`src/rtl/wait_buffer.sv`:
```
// wait_buffer: holds decoded instructions until all source operands have been
// produced, wakes operands on EU write-back and issues the oldest fully-ready
// entry to the operand collector over a valid/ready handshake.
//
// Entry selection for issue is driven by an age matrix: r_age[i][j] = 1 means
// entry i was inserted before entry j. Issue outputs are decoded from flops
// only, so there is no combinational path from disp_ready_i or the EU inputs.
module wait_buffer #(
  parameter int WaitBufferSize  = 4,
  parameter int NumTags         = 8,
  parameter int OperandsPerInst = 2,
  parameter int PayloadWidth    = 32,
  // derived from NumTags; leave at its default
  parameter int TagWidth        = $clog2(NumTags)
) (
  input  logic                                clk_i,
  input  logic                                rst_i,
  output logic                                empty_o,
  input  logic                                ins_valid_i,
  output logic                                ins_ready_o,
  input  logic [TagWidth-1:0]                 ins_tag_i,
  input  logic [PayloadWidth-1:0]             ins_payload_i,
  input  logic [OperandsPerInst-1:0]          operands_ready_i,
  input  logic [OperandsPerInst*TagWidth-1:0] operands_tag_i,
  input  logic                                eu_valid_i,
  input  logic [TagWidth-1:0]                 eu_tag_i,
  output logic                                disp_valid_o,
  input  logic                                disp_ready_i,
  output logic [TagWidth-1:0]                 disp_tag_o,
  output logic [PayloadWidth-1:0]             disp_payload_o
);

  localparam int IdxWidth = $clog2(WaitBufferSize);

  // Entry storage
  logic [WaitBufferSize-1:0]                                     r_valid;
  logic [WaitBufferSize-1:0][OperandsPerInst-1:0]                r_ready;
  logic [WaitBufferSize-1:0][OperandsPerInst-1:0][TagWidth-1:0]  r_optag;
  logic [WaitBufferSize-1:0][TagWidth-1:0]                       r_tag;
  logic [WaitBufferSize-1:0][PayloadWidth-1:0]                   r_payload;
  logic [WaitBufferSize-1:0][WaitBufferSize-1:0]                 r_age;

  // Control
  logic                       w_ins_fire;
  logic [IdxWidth-1:0]        w_ins_idx;
  logic [OperandsPerInst-1:0] w_ins_ready;
  logic [WaitBufferSize-1:0]  w_elig;
  logic [WaitBufferSize-1:0]  w_sel_oh;
  logic [IdxWidth-1:0]        w_sel_idx;
  logic                       w_issue;
  logic [WaitBufferSize-1:0]  w_free_oh;
  logic                       w_dup_tag;

  // Status flags come straight from the valid vector so that ins_ready_o
  // never depends on ins_valid_i; a slot freed by issue is reusable next cycle.
  assign ins_ready_o = !(&r_valid);
  assign empty_o     = !(|r_valid);
  assign w_ins_fire  = ins_valid_i && ins_ready_o;

  // Lowest-index free slot for the next insert
  always_comb begin
    w_ins_idx = '0;
    for (int i = WaitBufferSize - 1; i >= 0; i--) begin
      if (!r_valid[i]) begin
        w_ins_idx = IdxWidth'(i);
      end
    end
  end

  // Initial ready flags of an inserted entry, including a write-back landing
  // in the same cycle as the insert
  always_comb begin
    w_ins_ready = '0;
    for (int op = 0; op < OperandsPerInst; op++) begin
      w_ins_ready[op] = operands_ready_i[op] ||
                        (eu_valid_i && (eu_tag_i == operands_tag_i[op*TagWidth +: TagWidth]));
    end
  end

  // Entries that hold every operand
  always_comb begin
    w_elig = '0;
    for (int i = 0; i < WaitBufferSize; i++) begin
      w_elig[i] = r_valid[i] && (&r_ready[i]);
    end
  end

  // Oldest eligible entry: eligible and older than every other eligible entry
  always_comb begin
    w_sel_oh = '0;
    for (int i = 0; i < WaitBufferSize; i++) begin
      w_sel_oh[i] = w_elig[i] &&
                    !(|(w_elig & ~r_age[i] & ~(WaitBufferSize'(1) << i)));
    end
  end

  // One-hot to index for the output mux
  always_comb begin
    w_sel_idx = '0;
    for (int i = 0; i < WaitBufferSize; i++) begin
      if (w_sel_oh[i]) begin
        w_sel_idx = IdxWidth'(i);
      end
    end
  end

  assign disp_valid_o   = |w_elig;
  assign disp_tag_o     = disp_valid_o ? r_tag[w_sel_idx]     : '0;
  assign disp_payload_o = disp_valid_o ? r_payload[w_sel_idx] : '0;
  assign w_issue        = disp_valid_o && disp_ready_i;
  assign w_free_oh      = w_issue ? w_sel_oh : '0;

  // Entry state: free on issue, load on insert, otherwise wake operands
  always_ff @(posedge clk_i or posedge rst_i) begin
    if (rst_i) begin
      r_valid   <= '0;
      r_ready   <= '0;
      r_optag   <= '0;
      r_tag     <= '0;
      r_payload <= '0;
    end else begin
      for (int i = 0; i < WaitBufferSize; i++) begin
        if (w_free_oh[i]) begin
          r_valid[i] <= 1'b0;
        end else if (w_ins_fire && (w_ins_idx == IdxWidth'(i))) begin
          r_valid[i]   <= 1'b1;
          r_ready[i]   <= w_ins_ready;
          r_tag[i]     <= ins_tag_i;
          r_payload[i] <= ins_payload_i;
          for (int op = 0; op < OperandsPerInst; op++) begin
            r_optag[i][op] <= operands_tag_i[op*TagWidth +: TagWidth];
          end
        end else if (r_valid[i] && eu_valid_i) begin
          for (int op = 0; op < OperandsPerInst; op++) begin
            if (!r_ready[i][op] && (r_optag[i][op] == eu_tag_i)) begin
              r_ready[i][op] <= 1'b1;
            end
          end
        end
      end
    end
  end

  // Age matrix: a freed entry drops out of every relation; a new entry is
  // younger than everything still valid. The insert slot is free in the
  // current state, so it never coincides with the slot being freed.
  always_ff @(posedge clk_i or posedge rst_i) begin
    if (rst_i) begin
      r_age <= '0;
    end else begin
      for (int i = 0; i < WaitBufferSize; i++) begin
        for (int j = 0; j < WaitBufferSize; j++) begin
          if (w_free_oh[i] || w_free_oh[j]) begin
            r_age[i][j] <= 1'b0;
          end else if (w_ins_fire && (w_ins_idx == IdxWidth'(i))) begin
            r_age[i][j] <= 1'b0;
          end else if (w_ins_fire && (w_ins_idx == IdxWidth'(j))) begin
            r_age[i][j] <= r_valid[i];
          end
        end
      end
    end
  end

  // Tags in flight must be unique among valid entries
  always_comb begin
    w_dup_tag = 1'b0;
    for (int i = 0; i < WaitBufferSize; i++) begin
      for (int j = i + 1; j < WaitBufferSize; j++) begin
        if (r_valid[i] && r_valid[j] && (r_tag[i] == r_tag[j])) begin
          w_dup_tag = 1'b1;
        end
      end
    end
  end

  // Upstream must not push into a full buffer
  a_ins_protocol: assert property (@(posedge clk_i) disable iff (rst_i)
    !(ins_valid_i && !ins_ready_o));

  // A presented entry stays presented until accepted
  a_disp_hold: assert property (@(posedge clk_i) disable iff (rst_i)
    (disp_valid_o && !disp_ready_i) |=> disp_valid_o);

  // Selection only moves to an older entry while stalled
  a_disp_preempt: assert property (@(posedge clk_i) disable iff (rst_i)
    (disp_valid_o && !disp_ready_i) |=>
      ((w_sel_idx == $past(w_sel_idx)) || r_age[w_sel_idx][$past(w_sel_idx)]));

  // Payload of a held entry never changes
  a_disp_payload: assert property (@(posedge clk_i) disable iff (rst_i)
    (disp_valid_o && !disp_ready_i) |=>
      ((w_sel_idx != $past(w_sel_idx)) || (disp_payload_o == $past(disp_payload_o))));

  a_unique_tag: assert property (@(posedge clk_i) disable iff (rst_i) !w_dup_tag);

  // Never issue an entry with a missing operand
  a_issue_ready: assert property (@(posedge clk_i) disable iff (rst_i)
    w_issue |-> (r_valid[w_sel_idx] && (&r_ready[w_sel_idx])));

endmodule
```
`config.mk`:
```
export PLATFORM = sky130hd
export DESIGN_NAME = wait_buffer
export DESIGN_NICKNAME = d
export VERILOG_FILES = /design/src/rtl/wait_buffer.sv
export SDC_FILE = /design/constraint.sdc
export NUM_CORES = 1
export LEC_CHECK = 0
export ABC_AREA = 1
export CAP_MARGIN = 20
export CORE_ASPECT_RATIO = 1.25
export CORE_MARGIN = 3
export CORE_UTILIZATION = 30
export CTS_BUF_LIST = sky130_fd_sc_hd__clkbuf_8
export DETAILED_ROUTE_END_ITERATION = 8
export PLACE_DENSITY = 0.55
export REMOVE_ABC_BUFFERS = 1
export SLEW_MARGIN = 25
export SYNTH_ARGS = -nofsm -noshare
export SYNTH_HDL_FRONTEND = slang
export SYNTH_SLANG_ARGS = --single-unit
```
`constraint.sdc`:
```
create_clock -name clk_i -period 7.52 [get_ports clk_i]
set_input_delay 1.128 -clock clk_i [delete_from_list [all_inputs] [get_ports clk_i]]
set_output_delay 1.128 -clock clk_i [all_outputs]
set_load 0.02 [all_outputs]
```
==> flow_metrics.tcl <==
set metrics [dict create \
    ctsResizeCount 0 \
    syn_area_um2 9710 \
    synth_edf_count 0 \
    worstMarginPinSlew_ns 0.947 \
    power_density_nw_per_um2 503 \
    cts_buffers 17 \
    crit_type "reg -> out" \
    hold_viol 0 \
    clk_latency_ns 0.47 \
    p_leak_nw 5.36 \
    drt_drc_violations_left 0 \
    rows 73 \
    start_kind "flop" \
    via_per_inst 4.60 \
    crit_fanout 71 \
    cts_buffer_depth 2 \
    fillers 3361 \
    clkTransAtPathRegs_ns 0.10 \
    pre_cts_slack_ns 2.31 \
    htree_levels 4 \
    setup_ws_ns 1.83 \
    worstPathCellList "nand3_2, nor2_1, nor2_4, nand2_4, nand2_4, nand2_1, inv_1, nand2_1, a21oi_1, clkdlybuf4s50_1" \
    ys.flop_type "dfrtp_1" \
    tns_ns 0 \
    drt-wirelength-per-cell_um 14.6 \
    gp_congestion 0.812 \
    ant_nets 0 \
    dp_hpwl_um 16100 \
    synthCells 1281 \
    setup_viol 0 \
    dp_cells 1714 \
    start_util 0.305 \
    routed_wl_um 25600 \
    grt_max_degree 139 \
    ys_seq_elements 188 \
    synthArstFlopShare 1.00 \
    yosysWarnings 0 \
    timing.fmax_ghz 0.176 \
    drive_gt1_frac 0.0502 \
    cap_violations 0 \
    post_cts_buffers 0 \
    cts_tree "built" \
    fp.dieW_um 167 \
    grt_use_total 0.150 \
    yosysTopAreaCellShare 0.484 \
    postCtsHoldBufs 0 \
    slew_headroom 0.367 \
    design.die.area_um2 34600 \
    synthTopCellsByCount "nand2_1 (359), dfrtp_1 (188), o21ai_0 (174)" \
    rsz0062_at_grt "no" \
    end_kind "output port" \
    post-route-util 0.352 \
    yosysSeqAreaShare 0.484 \
    nets 1373 \
    path_buf_inv 2 \
    cts-root-buf "clkbuf_8" \
    first_pass_iters 6 \
    maxSlewViolCount 0 \
    gr-total-overflow 0 \
    finalCritPeriodShare 0.756 \
    ys_top_cells_by_area "dfrtp_1 (48%), nand2_1 (14%), o21ai_0 (9.0%), inv_1 (6.1%), nor2_1 (4.1%)" \
    io_pins 89 \
    synth_most_common_cell "nand2_1" \
    drt_iter0_markers 683 \
    hold_path.class "reg -> reg" \
    status "complete, no violations" \
    critical_path.max_stage_delay_ns 0.81 \
    crit_family "simple AND/OR/NAND/NOR gates" \
    grt_pass1_wl_um 42400 \
    synth.avg_cell_area_um2 7.58 \
    antenna_found_initial 1 \
    period_minus_slack_ns 5.69 \
    synth_cell_types 31 \
    worst_ep_arrival_time_ns 4.56 \
    final_cells 1747 \
    num_vias 8028 \
    diodes 0 \
    vdd_drop_max_uv 230 \
    portBuffers 88 \
    core_um2 31900 \
    synth_top_area_cell "dfrtp_1" \
    syn2layout_area_growth_pct 15.5 \
    clock-sinks 188 \
    slowest_stage "nand2_4" \
    grt_pass1_vias 7989 \
    finClkSkew_ns 0.0186 \
    die_h_um 207 \
    cp.required_ns 6.39 \
]
-- layout by cell type (no fill, tap or decap), drive strengths merged --
master	Yosys	final
nor3	1	1
a21oi	48	48
nor4	1	1
nand3	51	51
dfrtp	188	188
nor2	117	117
o2111ai	1	1
inv	160	167
o21a	1	1
nand3b	35	35
buf	45	4
nand2	368	368
clkdlybuf4s50	0	88
bufinv	0	1
xor2	2	2
or2	3	3
clkbuf	25	17
nand4	14	14
xnor2	15	15
clkinvlp	0	2
o22ai	2	2
clkinv	21	26
o21ai	183	183
-- metrics by stage --
step	hold slack [ns]	power (mW)	cell area, um2
3_3_place_gp	0.457	4.92	10800
6_report	0.486	5.64	11200
5_1_grt	0.506	6.19	11200
2_1_floorplan	0.443	3.78	9310
3_5_place_dp	0.465	5.00	10800
4_1_cts	0.490	5.72	11200
-- metal layers --
| layer | GRT usage | part of all wire | up-vias |
|---|---|---|---|
| met5 | 0 | 0.00047 | - |
| met4 | 0.0367 | 0.011 | 2 |
| met3 | 0.0258 | 0.038 | 21 |
| met2 | 0.255 | 0.49 | 165 |
| met1 | 0.198 | 0.46 | 3781 |
| li1 | - | - | 4059 |
-- worst min-delay path, cell delays in order, from the launching register on --
cell and delay, ns:
dfrtp_1 0.35, nand2_1 0.05, o21ai_0 0.06
-- layout make-up --
class                           instances  area [um2]  share of cell area
Sequential cell                       188        4700               0.419
Clock buffer                           17         234              0.0208
Tap cell                              412         515              0.0459
Inverter                              181         694              0.0619
Timing Repair Buffer                   92         951              0.0847
Clock inverter                         15         176              0.0157
Multi-Input combinational cell        842        3950               0.352
-- report_power, final --
part / switching (mW) / internal [mW] / total (mW)
Combinational: 1.98 / 1.18 / 3.17
Sequential: 0.269 / 1.50 / 1.77
Clock: 0.424 / 0.283 / 0.707
Total: 2.68 / 2.97 / 5.64
-- registers in the layout (all words and copies together) (netlist names) --
register	flops
r_ready	8
r_tag	12
r_optag	24
r_age	12
r_valid	4
r_payload	128
-- worst paths after layout --
| check | startpoint | endpoint | slack (ns) | cells past startpoint |
|---|---|---|---|---|
| min in group asynchronous | rst_i | r_optag[10]$_DFFE_PP0P_ | 1.16 | 2 |
| max in group asynchronous | rst_i | r_age[12]$_DFFE_PP0P_ | 5.16 | 3 |
| worst min-delay path | r_payload[122]$_DFFE_PP0P_ | r_payload[122]$_DFFE_PP0P_ | 0.49 | 2 |
| worst min register to register | r_payload[122]$_DFFE_PP0P_ | r_payload[122]$_DFFE_PP0P_ | 0.49 | 2 |
| worst max register to register | r_valid[0]$_DFFE_PP0P_ | r_age[11]$_DFFE_PP0P_ | 4.13 | 9 |
| worst max-delay path | r_valid[0]$_DFFE_PP0P_ | disp_payload_o[10] | 1.83 | 10 |
-- logic make-up after synthesis --
group | synth area share
simple gates | 0.266
buf+inv | 0.112
compound gates | 0.122
flops | 0.484
xor+xnor | 0.0153
Note: power is estimated with default switching activity, not from simulation.
